==> src/rtl/pll_cmd_pkg.sv <==
// rtl/pll_cmd_pkg.sv - opcodes, reply codes, state encoding and status bit map for pll_cmd_decoder
package pll_cmd_pkg;

  localparam logic [7:0] CMD_SET_PHASE  = 8'h0A;
  localparam logic [7:0] CMD_SET_CLKSRC = 8'h0B;
  localparam logic [7:0] CMD_APPLY      = 8'h0C;
  localparam logic [7:0] CMD_GET_PHASE  = 8'h0D;
  localparam logic [7:0] CMD_STATUS     = 8'h0E;

  localparam logic [7:0] RPL_ACK      = 8'hA5;
  localparam logic [7:0] RPL_LOCK_ERR = 8'hEE;
  localparam logic [7:0] RPL_BAD_CMD  = 8'hEF;

  localparam int STAT_OVERRUN  = 7;
  localparam int STAT_LOCK_ERR = 6;
  localparam int STAT_CLKSRC   = 0;

  typedef enum logic [2:0] {
    ST_IDLE,
    ST_GET_ARG,
    ST_APPLY,
    ST_HOLDOFF,
    ST_LOCKWAIT,
    ST_REPLY
  } state_t;

endpackage

==> src/rtl/pll_cmd_decoder.sv <==
// rtl/pll_cmd_decoder.sv - host byte-command decoder that sets PLL phase/clock source and paces update, lock check and reply
module pll_cmd_decoder
  import pll_cmd_pkg::*;
#(
  parameter int unsigned HOLDOFF_CYCLES = 524288,
  parameter int unsigned LOCK_TIMEOUT   = 1000000,
  parameter int unsigned LOCK_STABLE    = 16,
  parameter int unsigned BYTE_TIMEOUT   = 5000000
) (
  input  logic       clk,
  input  logic       reset,
  input  logic [7:0] rx_data,
  input  logic       rx_valid,
  input  logic       tx_ready,
  input  logic       pll_locked,
  output logic       update,
  output logic       pll_clksrc,
  output logic [7:0] pll_phase,
  output logic       busy,
  output logic [7:0] tx_data,
  output logic       tx_valid
);

  localparam int HW = $clog2(HOLDOFF_CYCLES + 1);
  localparam int LW = $clog2(LOCK_TIMEOUT + 1);
  localparam int SW = $clog2(LOCK_STABLE + 1);
  localparam int BW = $clog2(BYTE_TIMEOUT + 1);

  localparam logic [HW-1:0] HOLD_MAX    = HW'(HOLDOFF_CYCLES);
  localparam logic [HW-1:0] HOLD_LAST   = HW'(HOLDOFF_CYCLES - 1);
  localparam logic [LW-1:0] LOCK_MAX    = LW'(LOCK_TIMEOUT);
  localparam logic [LW-1:0] LOCK_LAST   = LW'(LOCK_TIMEOUT - 1);
  localparam logic [SW-1:0] STABLE_MAX  = SW'(LOCK_STABLE);
  localparam logic [SW-1:0] STABLE_LAST = SW'(LOCK_STABLE - 1);
  localparam logic [BW-1:0] BYTE_MAX    = BW'(BYTE_TIMEOUT);
  localparam logic [BW-1:0] BYTE_LAST   = BW'(BYTE_TIMEOUT - 1);

  state_t state, state_next;

  logic [HW-1:0] hold_cnt;
  logic [LW-1:0] lock_cnt;
  logic [SW-1:0] stable_cnt;
  logic [BW-1:0] byte_cnt;

  logic       overrun;
  logic       lock_err;
  logic       arg_is_clksrc;
  logic       reply_is_status;
  logic       lock_ok;
  logic       lock_tmo;
  logic [7:0] status;

  assign update   = (state == ST_APPLY);
  assign tx_valid = (state == ST_REPLY);
  assign busy     = (state == ST_APPLY) || (state == ST_HOLDOFF) ||
                    (state == ST_LOCKWAIT) || (state == ST_REPLY);

  always_comb begin
    status                = '0;
    status[STAT_OVERRUN]  = overrun;
    status[STAT_LOCK_ERR] = lock_err;
    status[STAT_CLKSRC]   = pll_clksrc;
  end

  always_ff @(posedge clk or posedge reset) begin
    if (reset) state <= ST_IDLE;
    else       state <= state_next;
  end

  always_comb begin
    state_next = state;
    lock_ok    = 1'b0;
    lock_tmo   = 1'b0;
    case (state)
      ST_IDLE: begin
        if (rx_valid) begin
          if (rx_data == CMD_SET_PHASE || rx_data == CMD_SET_CLKSRC) state_next = ST_GET_ARG;
          else if (rx_data == CMD_APPLY)                             state_next = ST_APPLY;
          else                                                       state_next = ST_REPLY;
        end
      end
      ST_GET_ARG: begin
        if (rx_valid || byte_cnt == BYTE_LAST) state_next = ST_IDLE;
      end
      ST_APPLY:   state_next = ST_HOLDOFF;
      // hold_cnt already counted the APPLY cycle, so LOCKWAIT lands HOLDOFF_CYCLES after update
      ST_HOLDOFF: begin
        if (hold_cnt == HOLD_LAST) state_next = ST_LOCKWAIT;
      end
      ST_LOCKWAIT: begin
        if (pll_locked && stable_cnt == STABLE_LAST) begin
          lock_ok    = 1'b1;
          state_next = ST_REPLY;
        end else if (lock_cnt == LOCK_LAST) begin
          lock_tmo   = 1'b1;
          state_next = ST_REPLY;
        end
      end
      ST_REPLY: begin
        if (tx_ready) state_next = ST_IDLE;
      end
      default: state_next = ST_IDLE;
    endcase
  end

  always_ff @(posedge clk or posedge reset) begin
    if (reset) begin
      hold_cnt        <= '0;
      lock_cnt        <= '0;
      stable_cnt      <= '0;
      byte_cnt        <= '0;
      pll_phase       <= '0;
      pll_clksrc      <= 1'b0;
      tx_data         <= '0;
      overrun         <= 1'b0;
      lock_err        <= 1'b0;
      arg_is_clksrc   <= 1'b0;
      reply_is_status <= 1'b0;
    end else begin
      if (state == ST_GET_ARG) begin
        if (byte_cnt != BYTE_MAX) byte_cnt <= byte_cnt + BW'(1);
      end else byte_cnt <= '0;

      if (state == ST_APPLY || state == ST_HOLDOFF) begin
        if (hold_cnt != HOLD_MAX) hold_cnt <= hold_cnt + HW'(1);
      end else hold_cnt <= '0;

      if (state == ST_LOCKWAIT) begin
        if (lock_cnt != LOCK_MAX) lock_cnt <= lock_cnt + LW'(1);
      end else lock_cnt <= '0;

      if (state == ST_LOCKWAIT && pll_locked) begin
        if (stable_cnt != STABLE_MAX) stable_cnt <= stable_cnt + SW'(1);
      end else stable_cnt <= '0;

      case (state)
        ST_IDLE: begin
          if (rx_valid) begin
            arg_is_clksrc   <= (rx_data == CMD_SET_CLKSRC);
            reply_is_status <= (rx_data == CMD_STATUS);
            if (rx_data == CMD_GET_PHASE)   tx_data <= pll_phase;
            else if (rx_data == CMD_STATUS) tx_data <= status;
            else if (rx_data < CMD_SET_PHASE || rx_data > CMD_STATUS) tx_data <= RPL_BAD_CMD;
          end
        end
        ST_GET_ARG: begin
          if (rx_valid) begin
            if (arg_is_clksrc) pll_clksrc <= rx_data[0];
            else               pll_phase  <= rx_data;
          end
        end
        ST_LOCKWAIT: begin
          if (lock_ok) begin
            tx_data  <= RPL_ACK;
            lock_err <= 1'b0;
          end else if (lock_tmo) begin
            tx_data  <= RPL_LOCK_ERR;
            lock_err <= 1'b1;
          end
        end
        ST_REPLY: begin
          if (tx_ready && reply_is_status) begin
            overrun  <= 1'b0;
            lock_err <= 1'b0;
          end
        end
        default: ;
      endcase

      // a byte arriving while busy is lost; this wins over the status-read clear
      if (rx_valid && busy) overrun <= 1'b1;
    end
  end

endmodule

==> config.mk <==
export PLATFORM = sky130hd
export DESIGN_NAME = pll_cmd_decoder
export DESIGN_NICKNAME = d
export VERILOG_FILES = /design/src/rtl/pll_cmd_pkg.sv /design/src/rtl/pll_cmd_decoder.sv
export SDC_FILE = /design/constraint.sdc
export NUM_CORES = 1
export LEC_CHECK = 0
export ABC_AREA = 1
export CORE_ASPECT_RATIO = 0.5
export CORE_MARGIN = 3
export CORE_UTILIZATION = 40
export DETAILED_ROUTE_END_ITERATION = 7
export PLACE_DENSITY = 0.67
export SETUP_SLACK_MARGIN = 0.5
export SKIP_CTS_REPAIR_TIMING = 1
export SYNTH_ARGS = -nofsm -noshare
export SYNTH_HDL_FRONTEND = slang
export SYNTH_SLANG_ARGS = --single-unit
export TNS_END_PERCENT = 1
==> constraint.sdc <==
create_clock -name clk -period 4.54 [get_ports clk]
set_input_delay 1.135 -clock clk [delete_from_list [all_inputs] [get_ports clk]]
set_output_delay 1.135 -clock clk [all_outputs]
set_load 0.02 [all_outputs]
==> impl_results.md <==
* R2R Setup Slk at 2.49 ns
* Crit-path cells: nor2_4 > clkinv_1 > nor2_1 > clkdlybuf4s50_1
* RSZ-0062 raised after global routing: false
* GPL Wtd Cong at 0.868
* Max_slew headroom at 45.2%
* Number of fill cells in the layout at 1162
* RR Endpoint: pll_phase[1]$_DFFE_PP0P_
* Outcome: completed
* CTS tree: yes
* Largest incremental delay on the critical path at 0.64 ns
* Worst Skew at 0.00630 ns
* Syn Inst Count at 704
* Yosys reg bits at 92
* Max-cap violation count at 0
* Post-synthesis area per instance at 7.44 um^2
* CP required at 3.40 ns
* N_diodes at 0
* Number of vias per cell at 4.96
* Register area share after synthesis at 44.0%
* CTS buffer count at 9
* Worst-path clk slew at 0.06 ns
* Final period util at 79.7%
* Critical-path cell with the highest stage delay: clkdlybuf4s50_1
* Chip width at 168 um
* P_leak at 2.62 nW
* Post-layout nets at 764
* Clock Path Buffers at 2
* Largest net degree at the start of global routing at 49
* Worst setup path start: state[2]$_DFFE_PP0P_
* YS warnings at 0
* Total number of cells along the worst setup path at 4
* Grt ovf at 0
* Cell variety after synth at 40
* R2R depth at 5
* DR vias at 4517
* Share of cells above drive strength 1 at 7.51%
* I/O pin cnt at 33
* Initial Util at 42.6%
* Vias in the first global route at 4226
* H-tree level count at 3
* Total track usage at 16.9%
* Max Freq at 276 MHz
* Total wire length at 11.6 mm
* Skew-Pair Late Insertion Delay at 0.35 ns
* Post-route cell area at 6030 um^2
* First DRT Iteration DRCs at 274
* Top FF cell, synth: dfrtp_1
* WP data arrival at 2.48 ns
* Hpwl dp at 8.52 mm
* Setup TNS Final at 0 ns
* Drt pass-1 iters at 6
* WP buf/inv at 2
* CP Max Fanout at 16
* Slew Limit Fails at 0
* FP Rows at 28
* Layout area overhead at 15.1%
* First-pass GRT wire length at 20.1 mm
* # port buffers at 32
* Tmin final at 3.62 ns
* Setup crit end kind: output pin
* Delay-heaviest family, CP: buffers and inverters
* CP Class: reg -> out
* Die area at 14600 um^2
* Peak supply drop at 232 uV
* Measured slew at the worst slew-check pin at 0.821 ns
* CTS root buffer: clkbuf_16
* Pwr Density at 417 nW/um^2
* Antenna-violating nets left at 0
* Cell Area, Placed at 5740 um^2
* Core footprint at 12300 um^2
* Hold depth at 2
* CP Capture Point: update
* Worst hold path class: reg -> reg
* Post-synth EDFFs at 0
* Setup crit start kind: register
* Detailed-route wire length per cell at 12.7 um
* Die H at 86.9 um
* Final hold vios at 0
* Asr flop ratio synth at 100%
* Initial antenna violation count at 0
* Post-Syn Nets at 726
* Area of the mapped netlist at 5240 um^2
* R2r startpoint: state[2]$_DFFE_PP0P_
* CTS sink cnt at 92
* DR DRC count at 0
* Final Setup Violations at 0
-- sequential cells by signal (all words and copies together), names as in the netlist --
| register | flops |
|---|---|
| arg_is_clksrc | 1 |
| byte_cnt | 23 |
| hold_cnt | 20 |
| lock_cnt | 20 |
| lock_err | 1 |
| overrun | 1 |
| pll_clksrc | 1 |
| pll_phase | 8 |
| reply_is_status | 1 |
| stable_cnt | 5 |
| state | 3 |
| tx_data | 8 |
-- worst reg2reg max path, delay by kind of cell, from the launching register on --
kind | cells | cell delay, ns
and+or+nand+nor | 2 | 0.57
buffers and inverters | 2 | 0.59
AOI/OAI and AO/OA | 1 | 0.26
DFF | 1 | 0.52
-- per-stage QoR --
step	hold slack [ns]	total power, mW	cells	setup WS, ns	utilization, %
2_1_floorplan	0.453	1.52	704	1.01	-
6_report	0.472	2.52	911	0.920	49.0
5_1_grt	0.513	2.68	911	0.773	49.0
3_5_place_dp	0.464	1.81	896	1.28	46.7
4_1_cts	0.475	2.54	911	0.893	49.0
3_3_place_gp	0.461	1.80	896	1.30	46.7
-- placed cells by master, fill, tap and decap left out, types with 2 or more instances in the layout --
cell	n
xnor2_1	2
nor3b_1	2
a21oi_2	2
a211oi_1	4
nand4_1	16
o21ai_1	2
xor2_1	8
o21bai_1	2
buf_4	2
a21oi_1	42
nand2_4	5
inv_1	97
nand3b_1	2
inv_2	6
nand2_1	156
clkinv_2	2
clkdlybuf4s50_1	32
dfrtp_1	92
nand3_1	37
nand2_2	4
nor3_1	28
ha_1	9
clkbuf_16	9
a31oi_1	3
nor4_1	4
a21boi_0	3
nor2_1	91
nor2_2	9
nand3_2	4
clkbuf_8	3
o21ai_0	53
nor2_4	4
-- final cells by class --
cell class / instances / area (um^2) / share of cell area (%)
repair buffers: 34 / 335 / 5.56
well taps: 165 / 206 / 3.43
flip-flops and latches: 92 / 2300 / 38.2
clock buffers: 12 / 267 / 4.42
clock inverters: 3 / 21.3 / 0.353
multi-input cells: 500 / 2500 / 41.5
inverters: 105 / 395 / 6.56
-- power breakdown --
part	switching (mW)	internal, mW	total [mW]
clock	0.313	0.413	0.726
combinational	0.487	0.291	0.778
sequential	0.0926	0.919	1.01
total	0.892	1.62	2.52
-- cells by family (layout without fill, tap and decap cells) --
group / count (synthesis) / count (layout) / synth area share (%)
AO/OA/AOI/OAI: 116 / 116 / 12.0
XOR/XNOR: 10 / 10 / 1.67
adder cells (fa/ha/maj): 9 / 9 / 2.15
buffers and inverters: 112 / 154 / 8.29
flip-flops: 92 / 92 / 44.0
AND/OR/NAND/NOR: 365 / 365 / 31.9
-- how the worst min path moves through the flow --
| stage | startpoint | end |
|---|---|---|
| 2_1_floorplan | reply_is_status$_DFFE_PP0P_ | reply_is_status$_DFFE_PP0P_ |
| 3_3_place_gp | tx_data[5]$_DFFE_PP0P_ | tx_data[5]$_DFFE_PP0P_ |
| 3_5_place_dp | tx_data[4]$_DFFE_PP0P_ | tx_data[4]$_DFFE_PP0P_ |
| 4_1_cts | tx_data[4]$_DFFE_PP0P_ | tx_data[4]$_DFFE_PP0P_ |
| 5_1_grt | tx_data[5]$_DFFE_PP0P_ | tx_data[5]$_DFFE_PP0P_ |
| 6_report | tx_data[4]$_DFFE_PP0P_ | tx_data[4]$_DFFE_PP0P_ |
-- routing by layer --
layer	vias up	wire [um]	global-route usage, %
li1	2357	-	-
met4	0	95	4.31
met2	74	5100	26.6
met1	2079	5850	23.8
met3	7	526	3.90
met5	-	0	0
-- Yosys cell counts (all sizes together), types with 2 or more instances --
| cell type | count | share of area, % |
|---|---|---|
| a21oi | 44 | 4.3 |
| ha | 9 | 2.2 |
| nor3 | 30 | 3.2 |
| inv | 104 | 7.5 |
| nand2 | 165 | 13 |
| o21ai | 56 | 5.4 |
| o21bai | 2 | 0.29 |
| buf | 5 | 0.60 |
| nor2 | 104 | 8.5 |
| nand3 | 41 | 4.3 |
| a211oi | 4 | 0.57 |
| nor4 | 4 | 0.48 |
| clkbuf | 2 | 0.17 |
| nand4 | 16 | 1.9 |
| a21boi | 3 | 0.43 |
| nand3b | 2 | 0.29 |
| xnor2 | 2 | 0.33 |
| dfrtp | 92 | 44 |
| xor2 | 8 | 1.3 |
| a31oi | 3 | 0.36 |
| nor3b | 3 | 0.53 |
Power figures use the tool's default switching activity.
